**config.mk**
```make
export PLATFORM = sky130hd
export DESIGN_NAME = mem_port_arbiter
export DESIGN_NICKNAME = d
export VERILOG_FILES = /design/src/rtl/mem_port_arbiter.sv
export SDC_FILE = /design/constraint.sdc
export NUM_CORES = 1
export LEC_CHECK = 0
export ABC_AREA = 1
export CAP_MARGIN = 30
export CORE_MARGIN = 2
export CORE_UTILIZATION = 40
export CTS_CLUSTER_SIZE = 40
export DETAILED_ROUTE_END_ITERATION = 12
export GPL_TIMING_DRIVEN = 1
export PLACE_DENSITY = 0.75
export SETUP_SLACK_MARGIN = 0.4
export SYNTH_ARGS = -nofsm -noshare
export SYNTH_HDL_FRONTEND = slang
export SYNTH_SLANG_ARGS = --single-unit
```
**constraint.sdc**
```tcl
create_clock -name clk -period 1.5 [get_ports clk]
set_input_delay 0.225 -clock clk [delete_from_list [all_inputs] [get_ports clk]]
set_output_delay 0.225 -clock clk [all_outputs]
set_load 0.03 [all_outputs]
```
**src/rtl/mem_port_arbiter.sv**
```systemverilog
// Two-requester arbiter (fetch, data) for one single-port variable-latency memory.
// Data has priority; fetch wins once data has taken MAX_D_STREAK grants in a row past it.
module mem_port_arbiter #(
  parameter int unsigned MAX_D_STREAK = 4,
  parameter int unsigned TIMEOUT      = 64
) (
  input  logic        clk,
  input  logic        reset,
  input  logic        i_req,
  input  logic [31:0] i_addr,
  output logic        i_gnt,
  output logic        i_rvalid,
  output logic [31:0] i_rdata,
  input  logic        d_req,
  input  logic        d_we,
  input  logic [31:0] d_addr,
  input  logic [31:0] d_wdata,
  input  logic [3:0]  d_wstrb,
  output logic        d_gnt,
  output logic        d_rvalid,
  output logic [31:0] d_rdata,
  output logic        m_req,
  output logic        m_we,
  output logic [31:0] m_addr,
  output logic [31:0] m_wdata,
  output logic [3:0]  m_wstrb,
  input  logic        m_ready,
  input  logic        m_rvalid,
  input  logic [31:0] m_rdata,
  output logic        err,
  output logic        busy
);

  localparam int unsigned STREAK_W = 4;
  localparam int unsigned TMO_W    = 8;
  localparam logic [STREAK_W-1:0] STREAK_MAX = STREAK_W'(MAX_D_STREAK);
  localparam logic [TMO_W-1:0]    TMO_LAST   = TMO_W'((TIMEOUT == 0) ? 0 : TIMEOUT - 1);

  typedef enum logic [1:0] {IDLE, REQ, RESP} state_t;

  state_t              state;
  logic                owner_d;
  logic [STREAK_W-1:0] streak;
  logic [TMO_W-1:0]    tmo_cnt;
  logic                pick_d_c;

  // Data wins unless fetch is waiting and data already used up its streak.
  assign pick_d_c = d_req && !(i_req && (streak == STREAK_MAX));

  always_ff @(posedge clk or negedge reset) begin
    if (!reset) begin
      state    <= IDLE;
      owner_d  <= 1'b0;
      streak   <= '0;
      tmo_cnt  <= '0;
      i_gnt    <= 1'b0;
      i_rvalid <= 1'b0;
      i_rdata  <= '0;
      d_gnt    <= 1'b0;
      d_rvalid <= 1'b0;
      d_rdata  <= '0;
      m_req    <= 1'b0;
      m_we     <= 1'b0;
      m_addr   <= '0;
      m_wdata  <= '0;
      m_wstrb  <= '0;
      err      <= 1'b0;
      busy     <= 1'b0;
    end else begin
      i_gnt    <= 1'b0;
      d_gnt    <= 1'b0;
      i_rvalid <= 1'b0;
      d_rvalid <= 1'b0;
      err      <= 1'b0;
      case (state)
        IDLE: begin
          if (i_req || d_req) begin
            state <= REQ;
            busy  <= 1'b1;
            m_req <= 1'b1;
            if (pick_d_c) begin
              owner_d <= 1'b1;
              m_we    <= d_we;
              m_addr  <= d_addr;
              m_wdata <= d_wdata;
              m_wstrb <= d_wstrb;
              if (!i_req)                    streak <= '0;
              else if (streak != STREAK_MAX) streak <= streak + STREAK_W'(1);
            end else begin
              owner_d <= 1'b0;
              m_we    <= 1'b0;
              m_addr  <= i_addr;
              m_wdata <= '0;
              m_wstrb <= '0;
              streak  <= '0;
            end
          end
        end
        REQ: begin
          if (m_ready) begin
            m_req   <= 1'b0;
            tmo_cnt <= '0;
            state   <= RESP;
            if (owner_d) d_gnt <= 1'b1;
            else         i_gnt <= 1'b1;
          end
        end
        RESP: begin
          if (m_rvalid) begin
            state <= IDLE;
            busy  <= 1'b0;
            if (owner_d) begin
              d_rvalid <= 1'b1;
              d_rdata  <= m_we ? '0 : m_rdata;
            end else begin
              i_rvalid <= 1'b1;
              i_rdata  <= m_rdata;
            end
          end else if ((TIMEOUT != 0) && (tmo_cnt == TMO_LAST)) begin
            // Abort: hand the owner a zero response flagged as an error.
            state <= IDLE;
            busy  <= 1'b0;
            err   <= 1'b1;
            if (owner_d) begin
              d_rvalid <= 1'b1;
              d_rdata  <= '0;
            end else begin
              i_rvalid <= 1'b1;
              i_rdata  <= '0;
            end
          end else begin
            tmo_cnt <= tmo_cnt + TMO_W'(1);
          end
        end
        default: begin
          state <= IDLE;
          busy  <= 1'b0;
          m_req <= 1'b0;
        end
      endcase
    end
  end

endmodule

```
==> impl_metrics.env, run 1 <==
export IMPL_r2r_start="streak[1]"
export IMPL_core_area_sq_um=17400
export IMPL_dieArea_sq_um=18900
export IMPL_power_frac_seq_pct=28.7
export IMPL_power_w=0.0242
export IMPL_pwr_share_clk_pct=18.0
export IMPL_die_w_um=138
export IMPL_final_util_pct=70.9
export IMPL_antenna_found_initial=0
export IMPL_syn_nets=1021
export IMPL_grt_usage_pct=23.7
export IMPL_clock_fmax_mhz=680
export IMPL_area_growth_pct=72.5
export IMPL_grt_pass1_wl_mm=34.4
export IMPL_yosys_warnings=0
export IMPL_fin_worst_skew_ns=0.00978
export IMPL_nets=1391
export IMPL_synth_distinct_cells=28
export IMPL_synth_area_sq_um=7130
export IMPL_setup_viol=0
export IMPL_cts_made_buffers=17
export IMPL_p_comb_share_pct=53.2
export IMPL_clkLatencyLatePin_ns=0.43
export IMPL_routabilityCongestion=0.806
export IMPL_antennaDiodeCount=0
export IMPL_grt_max_degree=59
export IMPL_vias_per_cell=5.00
export IMPL_cap_violations=0
export IMPL_timing_final_ws_setup_ns=0.0287
export IMPL_io_buffers=278
export IMPL_hold_worst_slack_ns=0.246
export IMPL_hold_violations=0
export IMPL_drive_gt1_share_pct=29.3
export IMPL_total_leakage_power_nw=6.37
export IMPL_status="complete, no violations"
export IMPL_fill_cells=1234
export IMPL_ctsRootBufferMaster="clkbuf_16"
export IMPL_top_level_ports=279
export IMPL_min_period_ns=1.47
export IMPL_tritoncts="built"
export IMPL_synth_top_area_cell="dfrtp_1"
export IMPL_cts_sinks=155
export IMPL_start_kind="flop"
export IMPL_gr_total_overflow=0
export IMPL_register_area_sq_um=3880
export IMPL_start_util_pct=41.1
export IMPL_end_kind="flop"
export IMPL_rsz0062_at_grt="yes"
export IMPL_fin_crit_sh_pct=98.1
export IMPL_intPower_w=0.0141
export IMPL_cts_path_max_buffers=2
export IMPL_dp_hpwl_mm=15.3
export IMPL_path_clk_slew_ns=0.07
export IMPL_ir_drop_v=0.00116
export IMPL_synth_top_area_share_pct=54.4
export IMPL_multi_input_area_sq_um=2940
export IMPL_synthTopCellsByArea="dfrtp_1 54%, nand2_1 21%, nand4_1 5.9%"
export IMPL_rrSetupSlack_ns=0.03
export IMPL_path_class="reg2reg"
export IMPL_num_vias=7441
export IMPL_ys_seq_area_share_pct=54.4
export IMPL_reg2regPathDepth=9
export IMPL_wl_per_cell_um=16.4
export IMPL_syn_area_per_cell_sq_um=8.11
export IMPL_place_ws_ns=-0.280
export IMPL_drc=0
export IMPL_drt_pass1_iterations=5
export IMPL_finalWirelength_mm=24.3
export IMPL_grt_pass1_vias=6750
export IMPL_h_tree_depth=4
export IMPL_drv_slew=0
export IMPL_crit_fanout=5
export IMPL_crit_required_ns=1.82
export IMPL_hold_path_class="in2async"
export IMPL_max_slew_margin_pct=77.2
export IMPL_worstMarginPinSlew_ns=0.342
export IMPL_power_density_nw_per_um2=1970
export IMPL_fp_dieH_um=138
export IMPL_drt_iter0_drc=461
export IMPL_row_count=48
export IMPL_postSynthCellCount=879
export IMPL_p_switching_w=0.0101
export IMPL_cp_arrival_ns=1.79
export IMPL_power_switching_fraction_pct=41.7
export IMPL_r2r_end="m_addr[30]"
export IMPL_ys_ff_latch=155
export IMPL_ant_nets=0
what timing repair did:
item,CTS,global route
setup buffers,45,35
hold endpoints to repair,69,0
hold buffers,1,0
cloned,2,11
gates resized for setup,947,97
endpoints found under the setup margin,295,295
pin swaps,4,23
worst max-delay path, cell delays in order, from the launching register on:
cell       delay, ns
dfrtp_1         0.41
inv_2           0.09
ha_4            0.14
nand4_4         0.13
nand2_8         0.14
buf_8           0.14
clkbuf_16       0.14
nand2_2         0.05
nand2_1         0.06
o21ai_1         0.06
power groups by stage:
stage               logic, W  clock network (W)  registers [W]
floorplan            0.00321                  0        0.00939
CTS                   0.0117            0.00441        0.00688
global placement      0.0104                  0        0.00665
global route          0.0137            0.00459        0.00707
detailed placement    0.0106                  0        0.00668
finish                0.0129            0.00436        0.00694
worst max path at each step:
stage	start	end	slack, ns	depth (start not counted)
6_report	streak[1]	m_addr[30]	0.03	9
5_1_grt	streak[1]	m_addr[17]	-0.01	9
4_1_cts	tmo_cnt[1]	d_rdata[30]	0.06	9
3_5_place_dp	i_req	m_wdata[9]	-0.28	6
3_3_place_gp	i_req	m_wdata[26]	-0.18	6
2_1_floorplan	tmo_cnt[0]	d_rdata[10]	0.13	9
Yosys cell counts (all sizes together):
cell	instances
xnor2	2
a31oi	1
buf	42
o21ai	37
nor3	1
clkinv	1
o21a	1
nand3	18
ha	3
inv	54
o22ai	2
nor2	75
xor2	2
clkbuf	14
dfrtp	155
nand2	403
nand4	68
metrics by stage:
| step | instances | cell area [sq um] | TNS, ns |
|---|---|---|---|
| 2_1_floorplan | 879 | 7210 | 0 |
| 3_3_place_gp | 1361 | 10300 | -9.52 |
| 3_5_place_dp | 1361 | 10300 | -14.97 |
| 4_1_cts | 1441 | 11500 | 0 |
| 5_1_grt | 1487 | 12300 | -0.0491 |
| 6_report | 1487 | 12300 | 0 |
layer usage:
metal  vias up  GRT usage [%]  share of wire [%]
met5         -              0                  0
met4         0           7.39                2.5
met3        49           7.73                9.6
met2       360           38.9                 50
met1      3522           29.6                 38
li1       3510              -                  -
layout by cell type, fill, tap and decap left out, types with 24 or more instances in the layout:
cell and instances:
buf_6 152, nand4_1 67, nand2_2 24, clkdlybuf4s50_1 136, inv_1 48, nand2_1 371, clkbuf_16 24, dfrtp_1 155
nor2_1 62, o21ai_1 29, buf_4 88
state kept, by name, summed over array words and instances, names as in the netlist, 2 cells and up:
register,cells
streak,4
tmo_cnt,8
m_addr,32
d_rdata,32
i_rdata,32
m_wdata,32
state,2
m_wstrb,4
logic make-up after synthesis:
| group | share of synthesized area, % |
|---|---|
| AND/OR/NAND/NOR | 33.4 |
| flip-flops | 54.4 |
| buffers and inverters | 8.25 |
| AO/OA/AOI/OAI | 2.97 |
| XOR/XNOR | 0.491 |
| adder cells (fa/ha/maj) | 0.526 |
final cells by class:
class / count / area share [%]
clock buffers: 20 / 3.71
clock inverters: 12 / 1.11
inverters: 55 / 1.91
multi-input cells: 613 / 23.9
flip-flops and latches: 155 / 31.5
well taps: 225 / 2.29
repair buffers: 406 / 35.4
repair inverters: 1 / 0.0712
(Power assumes the default switching activity.)
==> run 2, diff against run 1 <==
- SKIP_LAST_GASP: not set -> 1
==> results of run 2 <==
The final DEF is identical to that of run 1; final timing and power are the same.
==> run 3, diff against run 2 <==
- ABC_AREA: 1 -> not set
- CORE_UTILIZATION: 40 -> 38
==> run 3 against run 2 <==
Effect of this change:
- the run now ends with negative setup slack left
- final cell count shrank 17%
- hold slack lost 0.0069 ns
- via count shrank 16%
- global-route usage shrank 0.27 points
- synthesized cell count shrank 33%
- synthesized area shrank 13%
- sequential cell count is the same
- die area shrank 8.0%
- design area shrank 2.4%
- critical endpoint is now m_wdata[12]
- highest routed layer unchanged
==> impl_metrics.env, run 3 <==
export IMPL_grt_usage_pct=23.4
export IMPL_synth_top_area_cell="dfrtp_1"
export IMPL_ys_ff_latch=155
export IMPL_finalWirelength_mm=23.3
export IMPL_timing_final_ws_setup_ns=-0.164
export IMPL_synthTopCellsByArea="dfrtp_1 62%, nand2_1 9.4%, a22o_1 8.7%"
export IMPL_clkLatencyLatePin_ns=0.42
export IMPL_row_count=46
export IMPL_synthTopCellsByCount="156 x nand2_1, 155 x dfrtp_1, 62 x a22o_1"
export IMPL_crit_required_ns=1.81
export IMPL_cts_sinks=155
export IMPL_endpoint="m_wdata[12]"
export IMPL_drt_iter0_drc=349
export IMPL_drc=0
export IMPL_tritoncts="built"
export IMPL_path_clk_slew_ns=0.07
export IMPL_rrSetupSlack_ns=-0.16
export IMPL_total_leakage_power_nw=5.68
export IMPL_final_util_pct=75.3
export IMPL_dieArea_sq_um=17400
export IMPL_cp_arrival_ns=1.98
export IMPL_end_kind="flop"
export IMPL_hold_violations=0
export IMPL_min_period_ns=1.66
export IMPL_fin_worst_skew_ns=0.0140
export IMPL_syn_nets=729
export IMPL_cts_made_buffers=17
export IMPL_num_vias=6283
export IMPL_rsz0062_at_grt="yes"
export IMPL_setup_viol=140
export IMPL_ctsRootBufferMaster="clkbuf_16"
export IMPL_drt_pass1_iterations=5
export IMPL_synth_distinct_cells=41
export IMPL_crit_start="streak[0]"
export IMPL_status="complete, but fails checks"
export IMPL_io_buffers=278
export IMPL_yosysMostFrequentCell="nand2_1"
export IMPL_cts_path_max_buffers=2
export IMPL_power_density_nw_per_um2=2150
export IMPL_ys_seq_area_share_pct=62.4
export IMPL_grt_pass1_vias=6006
export IMPL_drv_slew=0
export IMPL_synthFlopType="dfrtp_1"
export IMPL_routabilityCongestion=0.816
export IMPL_top_level_ports=279
export IMPL_clock_fmax_mhz=601
export IMPL_cap_violations=0
export IMPL_ant_nets=0
export IMPL_core_area_sq_um=15900
export IMPL_area_growth_pct=93.1
export IMPL_grt_pass1_wl_mm=32.1
export IMPL_async_flop_share_pct=100
export IMPL_syn_area_per_cell_sq_um=10.6
export IMPL_hold_worst_slack_ns=0.239
export IMPL_hold_path_class="in2async"
export IMPL_violations="negative setup slack"
export IMPL_synth_edf_count=0
export IMPL_nets=1151
export IMPL_final_common_cell="buf_6"
export IMPL_place_ws_ns=-0.173
export IMPL_start_util_pct=39.0
export IMPL_vias_per_cell=5.07
export IMPL_synth_top_area_share_pct=62.4
export IMPL_drive_gt1_share_pct=43.2
export IMPL_wl_per_cell_um=18.8
export IMPL_path_class="reg2reg"
export IMPL_postSynthCellCount=587
export IMPL_max_slew_margin_pct=76.4
export IMPL_worstMarginPinSlew_ns=0.349
export IMPL_gr_total_overflow=0
export IMPL_ir_drop_v=0.00116
export IMPL_fp_dieH_um=132
export IMPL_layout_common_cells="156 x buf_6, 154 x dfrtp_1, 137 x clkdlybuf4s50_1, 120 x buf_4, 117 x nand2_1"
export IMPL_antenna_found_initial=1
export IMPL_reg2regPathDepth=9
export IMPL_grt_max_degree=46
export IMPL_crit_fanout=6
export IMPL_r2r_end="m_wdata[12]"
export IMPL_h_tree_depth=4
export IMPL_die_w_um=132
export IMPL_synth_area_sq_um=6210
export IMPL_dp_hpwl_mm=13.7
export IMPL_start_kind="flop"
export IMPL_power_w=0.0258
export IMPL_yosys_warnings=0
export IMPL_fin_crit_sh_pct=111
export IMPL_r2r_start="streak[0]"
-- run 3: cell types whose count changed after synthesis, moves of 5 or more --
cell      delta
a22o_1      +62
buf_2       -10
o21ai_1     -19
clkbuf_1     +7
buf_6       -10
buf_4        -7
inv_1       -46
nand2_1    -243
nand3_1     +28
a21oi_1      +5
nor2_1      -33
o21ai_0     -10
nand4_1     -63
a31oi_1     +32
-- run 3: worst min-delay path by stage --
stage,to,cells past startpoint,slack [ns],start
6_report,d_rdata[15],2,0.24,reset
5_1_grt,d_rdata[15],2,0.25,reset
4_1_cts,d_rdata[15],2,0.23,reset
3_5_place_dp,d_rdata[15],1,0.11,reset
3_3_place_gp,d_rdata[15],1,0.11,reset
2_1_floorplan,busy,0,-0.07,reset
-- run 3: cell type report --
type / instances / area, sq um
Antenna cell: 1 / 2.50
Clock buffer: 18 / 439
Clock inverter: 14 / 156
Fill cell: 986 / 3940
Inverter: 7 / 26.3
Multi-Input combinational cell: 386 / 2600
Sequential cell: 155 / 3880
Tap cell: 216 / 270
Timing Repair Buffer: 442 / 4620
-- run 3: report_power, final --
group / leakage [nW] / internal, W / total (W) / switching [W]
clock network: 0.292 / 0.00253 / 0.00437 / 0.00184
logic: 3.44 / 0.00697 / 0.0141 / 0.00715
registers: 1.95 / 0.00594 / 0.00731 / 0.00137
total: 5.68 / 0.0154 / 0.0258 / 0.0104
-- run 3: cell families (layout without fill, tap and decap cells) --
family                     count (synthesis)  after routing  share of synthesized area [%]
and+or+nand+nor                          263            264                           18.5
DFF                                      155            155                           62.4
AOI/OAI and AO/OA                        116            116                           14.3
buffers and inverters                     47            481                           3.72
adders and majority gates                  3              3                          0.604
muxes                                      3              3                          0.483
other                                      0              1                              0
-- run 3: through the flow --
step	TNS (ns)	cell area [sq um]	std cells
6_report	-13.59	12000	1239
4_1_cts	-5.45	11100	1179
5_1_grt	-22.34	12000	1239
3_5_place_dp	-14.74	9910	1090
2_1_floorplan	-4.66	6570	587
3_3_place_gp	-11.12	9910	1090
-- run 3: worst max-delay path, cell delays in order (launching register included) --
cell and delay (ns):
dfrtp_1 0.39, inv_2 0.09, ha_4 0.13, nand4b_1 0.19, and2_4 0.26, buf_6 0.13, buf_6 0.11, clkbuf_16 0.15
nand3_2 0.06, nand2_1 0.05
-- run 3: metal layers --
layer,GRT usage [%],part of all wire [%]
met4,7.25,1.6
met5,0,0
met1,29.2,39
met3,6.88,7.4
met2,39.2,52
-- run 3: what timing repair did --
item,CTS,global route
endpoints found under the hold margin,95,0
pin swaps,4,55
gates resized for setup,971,97
setup buffers,56,49
hold buffers,1,0
cloned,0,10
setup endpoints to repair,294,295
